==> config.mk <==
export PLATFORM = sky130hd
export DESIGN_NAME = paralelo_serial_idle_flat
export DESIGN_NICKNAME = d
export VERILOG_FILES = /design/src/rtl/paralelo_serial_idle_if.sv /design/src/rtl/paralelo_serial_idle.sv /design/src/flat_wrapper.sv
export SDC_FILE = /design/constraint.sdc
export NUM_CORES = 1
export LEC_CHECK = 0
export CELL_PAD_IN_SITES_DETAIL_PLACEMENT = 0
export CELL_PAD_IN_SITES_GLOBAL_PLACEMENT = 2
export CORE_AREA = 2 2 56 58
export CTS_CLUSTER_DIAMETER = 100
export DETAILED_ROUTE_END_ITERATION = 10
export DIE_AREA = 0 0 58 60
export GPL_ROUTABILITY_DRIVEN = 0
export PLACE_DENSITY_LB_ADDON = 0.1
export RECOVER_POWER = 50
export SYNTH_ARGS = -nofsm -noshare
export SYNTH_HDL_FRONTEND = slang
export SYNTH_SLANG_ARGS = --single-unit
==> constraint.sdc <==
create_clock -name clk_32f -period 1.4 [get_ports clk_32f]
set_clock_uncertainty 0.15 [all_clocks]
set_input_delay 0.42 -clock clk_32f [delete_from_list [all_inputs] [get_ports clk_32f]]
set_output_delay 0.42 -clock clk_32f [all_outputs]
set_load 0.01 [all_outputs]
==> src/rtl/paralelo_serial_idle_if.sv <==
// Parallel-byte handshake in, serial bit stream out, for paralelo_serial_idle.
// master = upstream byte source / line monitor, slave = the serializer.
interface paralelo_serial_idle_if;
    logic [7:0] data_in;
    logic       valid_in;
    logic       ready_out;
    logic       data_out;
    logic       sym_start;
    logic       idle_out;

    modport master (
        output data_in,
        output valid_in,
        input  ready_out,
        input  data_out,
        input  sym_start,
        input  idle_out
    );

    modport slave (
        input  data_in,
        input  valid_in,
        output ready_out,
        output data_out,
        output sym_start,
        output idle_out
    );
endinterface

==> src/rtl/paralelo_serial_idle.sv <==
// Byte-to-serial converter, MSB first, filling empty symbol slots with idle 8'hBC.
// Optional macro IDLE_COUNT_EN adds a saturating idle-symbol counter output.
module paralelo_serial_idle (
    input  logic                 clk_32f,
    input  logic                 reset_L,
    paralelo_serial_idle_if.slave bus
`ifdef IDLE_COUNT_EN
    ,
    output logic [7:0]           idle_count
`endif
);
    localparam logic [7:0] IDLE_SYM = 8'hBC;

    typedef enum logic {BUF_EMPTY, BUF_FULL} buf_state_t;

    buf_state_t buf_state;
    logic [2:0] cnt;
    logic [7:0] sr;
    logic [7:0] hold_buf;
    logic       boundary;
    logic       accept;
    logic       buf_full;

    assign buf_full      = (buf_state == BUF_FULL);
    assign boundary      = (cnt == 3'd7);
    assign accept        = bus.valid_in && bus.ready_out;
    assign bus.data_out  = sr[7];
    assign bus.sym_start = (cnt == 3'd0);

    always_ff @(posedge clk_32f or negedge reset_L) begin
        if (!reset_L) begin
            cnt           <= '0;
            sr            <= IDLE_SYM;
            buf_state     <= BUF_EMPTY;
            hold_buf      <= '0;
            bus.ready_out <= 1'b0;
            bus.idle_out  <= 1'b1;
        end else begin
            cnt <= cnt + 3'd1;
            if (accept) begin
                hold_buf <= bus.data_in;
            end
            if (boundary) begin
                if (buf_full) begin
                    // ready_out is low here, so no accept can collide with the drain
                    sr            <= hold_buf;
                    bus.idle_out  <= 1'b0;
                    buf_state     <= BUF_EMPTY;
                    bus.ready_out <= 1'b1;
                end else begin
                    sr            <= IDLE_SYM;
                    bus.idle_out  <= 1'b1;
                    buf_state     <= accept ? BUF_FULL : BUF_EMPTY;
                    bus.ready_out <= !accept;
                end
            end else begin
                sr <= {sr[6:0], 1'b0};
                if (accept) begin
                    buf_state <= BUF_FULL;
                end
                bus.ready_out <= !(buf_full || accept);
            end
        end
    end

`ifdef IDLE_COUNT_EN
    always_ff @(posedge clk_32f or negedge reset_L) begin
        if (!reset_L) begin
            idle_count <= '0;
        end else if (boundary && !buf_full && (idle_count != 8'hFF)) begin
            idle_count <= idle_count + 8'd1;
        end
    end
`endif
endmodule

==> src/flat_wrapper.sv <==
// flat-port wrapper written by rule: the top's interface ports become plain ports
module paralelo_serial_idle_flat 
  (clk_32f, reset_L, bus_data_in, bus_valid_in, bus_ready_out, bus_data_out, bus_sym_start, bus_idle_out);
  paralelo_serial_idle_if bus_i ();
  input  logic clk_32f;
  input  logic reset_L;
  input wire logic [$bits(bus_i.data_in)-1:0] bus_data_in;
  input wire logic [$bits(bus_i.valid_in)-1:0] bus_valid_in;
  output wire logic [$bits(bus_i.ready_out)-1:0] bus_ready_out;
  output wire logic [$bits(bus_i.data_out)-1:0] bus_data_out;
  output wire logic [$bits(bus_i.sym_start)-1:0] bus_sym_start;
  output wire logic [$bits(bus_i.idle_out)-1:0] bus_idle_out;
  assign bus_i.data_in = bus_data_in;
  assign bus_i.valid_in = bus_valid_in;
  assign bus_ready_out = bus_i.ready_out;
  assign bus_data_out = bus_i.data_out;
  assign bus_sym_start = bus_i.sym_start;
  assign bus_idle_out = bus_i.idle_out;
  paralelo_serial_idle u_core (.clk_32f(clk_32f), .reset_L(reset_L), .bus(bus_i));
endmodule
* Yosys cells after proc, flatten, opt, wreduce, memory -nomap -nowiden
Cells that the tools add are included. W data, S select, Z words.
Word-level totals: register bits 22, bits of input ports 11, word-level logic and storage cells 23
Operators by class: add/sub/neg operators 1, equal/unequal tests 1, multiplexer cells 9, reduce and logical (&&, ||, !) cells 6
Operator list (count):
- $mux W8 | 2
- $mux W1 | 7
- $add A3 B1 Y3 const B | 1
- $eq A3 B3 Y1 const B | 1
- $logic_not A3 Y1 | 1
- $logic_not A1 Y1 | 2
- $reduce_bool A2 Y1 | 1
- $logic_and A1 B1 Y1 | 1
- $logic_or A1 B1 Y1 | 1

* Logic depth before layout (Yosys ltp)
word-level depth 4, mapped depth 5, gate-level depth less buffers 5

* Worst setup path before layout
Ideal clock, no wire load.
path kind reg-to-reg, from register u_core.cnt[0], to register u_core.sr[2], setup time 80 ps, data arrival time 1146 ps, data required time 1170 ps, slack 25 ps, stages on the path, launching flop included 5, path buffers 1, period minus slack after synthesis 1375 ps, path through dfrtp_1 > ha_1 > ha_1 > buf_2 > o22a_1
Between the ends: cells in the longest elaborated chain, start to end 2
RTL lines:
- start, declared | line paralelo_serial_idle.sv:17 | logic [2:0] cnt;
- start signal, assigned | line paralelo_serial_idle.sv:39 | cnt <= cnt + 3'd1;
- $eq A3 B3 Y1 | line paralelo_serial_idle.sv:25 | assign boundary = (cnt == 3'd7);
- $mux W8 | line paralelo_serial_idle.sv:43 | if (boundary) begin
- end signal, assigned | line paralelo_serial_idle.sv:46 | sr <= hold_buf;
- end signal, assigned | line paralelo_serial_idle.sv:57 | sr <= {sr[6:0], 1'b0};
- end, declared | line paralelo_serial_idle.sv:18 | logic [7:0] sr;
No other way between the ends. A chain may end at the register's enable or synchronous reset.

* Worst setup path in the final report
from register u_core.cnt[1], to output bus_sym_start
Between the ends: cells in the longest elaborated chain, start to end 1
RTL lines:
- $logic_not A3 Y1 | line paralelo_serial_idle.sv:28 | assign bus.sym_start = (cnt == 3'd0);
- end, declared | line flat_wrapper.sv:11 | output wire logic [$bits(bus_i.sym_start)-1:0] bus_sym_start;
No other way between the ends.

==> run metrics <==
Post-Syn Instances 60; first-pass GRT wire length roughly 2800 um; Worst R2R End u_core.cnt[0]; worst endpoint required time about 830 ps; hold path depth 2; DRC Markers 0; fraction of layout cells with a size suffix above 1 roughly half; Vias around 560; die area about 3500 sq um; Overall Global Routing Usage 11.1%; Area Growth Syn to Fin 47.4%; hold_ws roughly 340 ps; failing checks setup timing; vias in the first global route 603; WL/cell roughly 12 um; Final Hold Viols 0; Largest stage delay, worst path ~430 ps; DP HPWL a little under 1000 um; crit path launch type flop; Final WS setup -326 ps; Starting Density about 30%; Worst-path clk slew around 120 ps; nets between 100 and 150; Clock Tree Buf Depth 2; Max-Cap Viols 0; CTS tree built; Pins Over Slew Limit 0; synth warn 0; pre-CTS setup slack -411 ps; CP Class flop to output port; # placed instances 110; share of the yosys chip area belonging to registers around 65%; max_slew headroom ~63%; Slowest-stage cell, CP dfrtp_1; final setup fails 12; RSZ-0062 raised after global routing true; Synth cell types 16; Root Driver clkbuf_4; net count after synthesis 75; Worst R2R Path Depth 9; Via density 4.49; Leak around 0.55 nW; non-filler cells in the finished layout about 120; Mean Syn Cell Area approximately 14 sq um; WL final 1540 um; Worst Hold End u_core.bus.idle_out; Detail Route Antenna Nets 0; initial antenna violation count 0; synthesized area between 800 and 900 sq um; WP data arrival 1160 ps; H-tree depth 1; HP Start u_core.bus.idle_out; total core area 2900 sq um; worst skew pair latency about 300 ps; Final Cycle Share 123%; CP max FO 2; largest net degree at the start of global routing 23; 1st-iter DRT viols 2; Post-DP Area between 1000 and 1500 sq um; clk sink count 22; worst-path cell chain inv_2, ha_4, nor2b_4, buf_6; FP Rows 20; setup slack, reg-to-reg -210 ps; GRT overflow 0; Critical Path Sink Type output port; slew at the pin closest to its max-slew limit around 550 ps; HP Class flop to flop; fin area ~1300 sq um; Max IR drop VDD between 600 and 700 uV; diode count 0; 1st-pass router iterations 2; Die Ht 60 um; IO Pins 15; number of buffers created by CTS 3; final core occ a little over two fifths; final worst path period need 1730 ps; status finished, violations left; Reg-to-Reg Start u_core.cnt[0]; Achievable Freq between 500 and 600 MHz; Die X about 58 um; pwr dens about 1300 nW/um^2; synthesized flop and latch total 22; port bufs 14
-- cells in the mapped netlist --
cell      count  area (sq um)
o211ai_1      1          7.51
mux2i_1       1          10.0
and3_1        1          6.26
nor2b_1       1          6.26
dfstp_2       6           158
mux2_2        9           101
o21ai_0       3          15.0
nand2_4       1          11.3
ha_1          4          50.1
o22a_1        5          43.8
buf_2         1          5.00
nand3_1       3          15.0
nand2_1       2          7.51
dfrtp_1      16           400
clkbuf_2      1          5.00
inv_1         5          18.8
-- how the worst max path moves through the flow --
stage | endpoint | cells past startpoint | from | slack [ps]
finish | bus_sym_start | 4 | u_core.cnt[1] | -330
CTS | bus_sym_start | 4 | u_core.cnt[0] | -320
detailed placement | bus_sym_start | 4 | u_core.cnt[0] | -410
global route | bus_sym_start | 4 | u_core.cnt[1] | -390
floorplan | u_core.sr[2] | 4 | u_core.cnt[0] | 20
global placement | bus_sym_start | 4 | u_core.cnt[0] | -390
-- through the flow --
step                setup TNS (ps)  power [W]
finish                        -924    0.00169
global placement             -3750    0.00122
global route                 -1600    0.00179
CTS                          -1060    0.00173
floorplan                        0    0.00109
detailed placement           -4000    0.00123
-- flip-flops by register name, summed over array words and instances, names as in the netlist --
| name | cells |
|---|---|
| u_core.cnt | 3 |
| u_core.bus.ready_out | 1 |
| u_core.hold_buf | 8 |
| u_core.sr | 8 |
| u_core.bus.idle_out | 1 |
| u_core.buf_full | 1 |
-- report_power, final --
part           total, W  switching, W  internal (W)  leakage (nW)
sequential     0.000922     0.0000766      0.000846         0.255
clock          0.000482      0.000193      0.000289        0.0279
combinational  0.000283     0.0000921      0.000190         0.269
-- logic make-up after synthesis --
group           count (synthesis)  synth area share, %
simple gates                    8                 5.38
flops                          22                 64.8
fa+ha+maj                       4                 5.81
mux                            10                 12.9
buf+inv                         7                 3.34
compound gates                  9                 7.70
-- final cells by class --
class,instances,area (sq um)
Sequential cell,22,558
Clock inverter,1,30.0
Inverter,5,18.8
Fill cell,279,1630
Clock buffer,3,22.5
Multi-Input combinational cell,31,334
Tap cell,33,41.3
Timing Repair Buffer,29,264
-- critical path, delay by kind of cell, from the launching register on --
kind / cells / cell delay (ps)
adder cells (fa/ha/maj): 1 / 120
buffers and inverters: 2 / 180
AND/OR/NAND/NOR: 1 / 130
flip-flops: 1 / 430
-- layout by cell type, fill, tap and decap left out --
master | netlist | final
ha_4 | 0 | 4
dfrtp_1 | 16 | 16
dfstp_2 | 6 | 6
dlygate4sd3_1 | 0 | 1
nand2_2 | 0 | 1
nor2b_4 | 0 | 1
clkbuf_2 | 1 | 1
mux2i_1 | 1 | 1
nand2_1 | 2 | 1
inv_2 | 0 | 2
o21ai_1 | 0 | 3
nand3_1 | 3 | 3
buf_4 | 0 | 10
buf_2 | 1 | 1
inv_1 | 5 | 3
bufinv_16 | 0 | 1
o22a_1 | 5 | 5
mux2_2 | 9 | 9
buf_6 | 0 | 7
clkbuf_4 | 0 | 3
and3_1 | 1 | 1
nand2_4 | 1 | 1
clkdlybuf4s50_1 | 0 | 9
o211ai_1 | 1 | 1
-- routing by layer --
layer / wire length (um) / share of wire (%) / track usage [%] / vias to the layer above
li1: - / - / - / 271
met1: 654 / 43 / 14.5 / 275
met2: 803 / 52 / 17.5 / 9
met3: 56 / 3.6 / 1.95 / 2
met4: 24 / 1.6 / 5.98 / 0
met5: 0 / 0 / 0 / -
-- repair_timing --
| action | 4_1_cts | 5_1_grt |
|---|---|---|
| hold buffers | 0 | 0 |
| hold endpoints to repair | 0 | 0 |
| endpoints found under the setup margin | 12 | 15 |
| pin swaps | 2 | 4 |
| setup buffers | 11 | 1 |
| resized for setup | 33 | 5 |
Note: power is estimated with default switching activity, not from simulation.
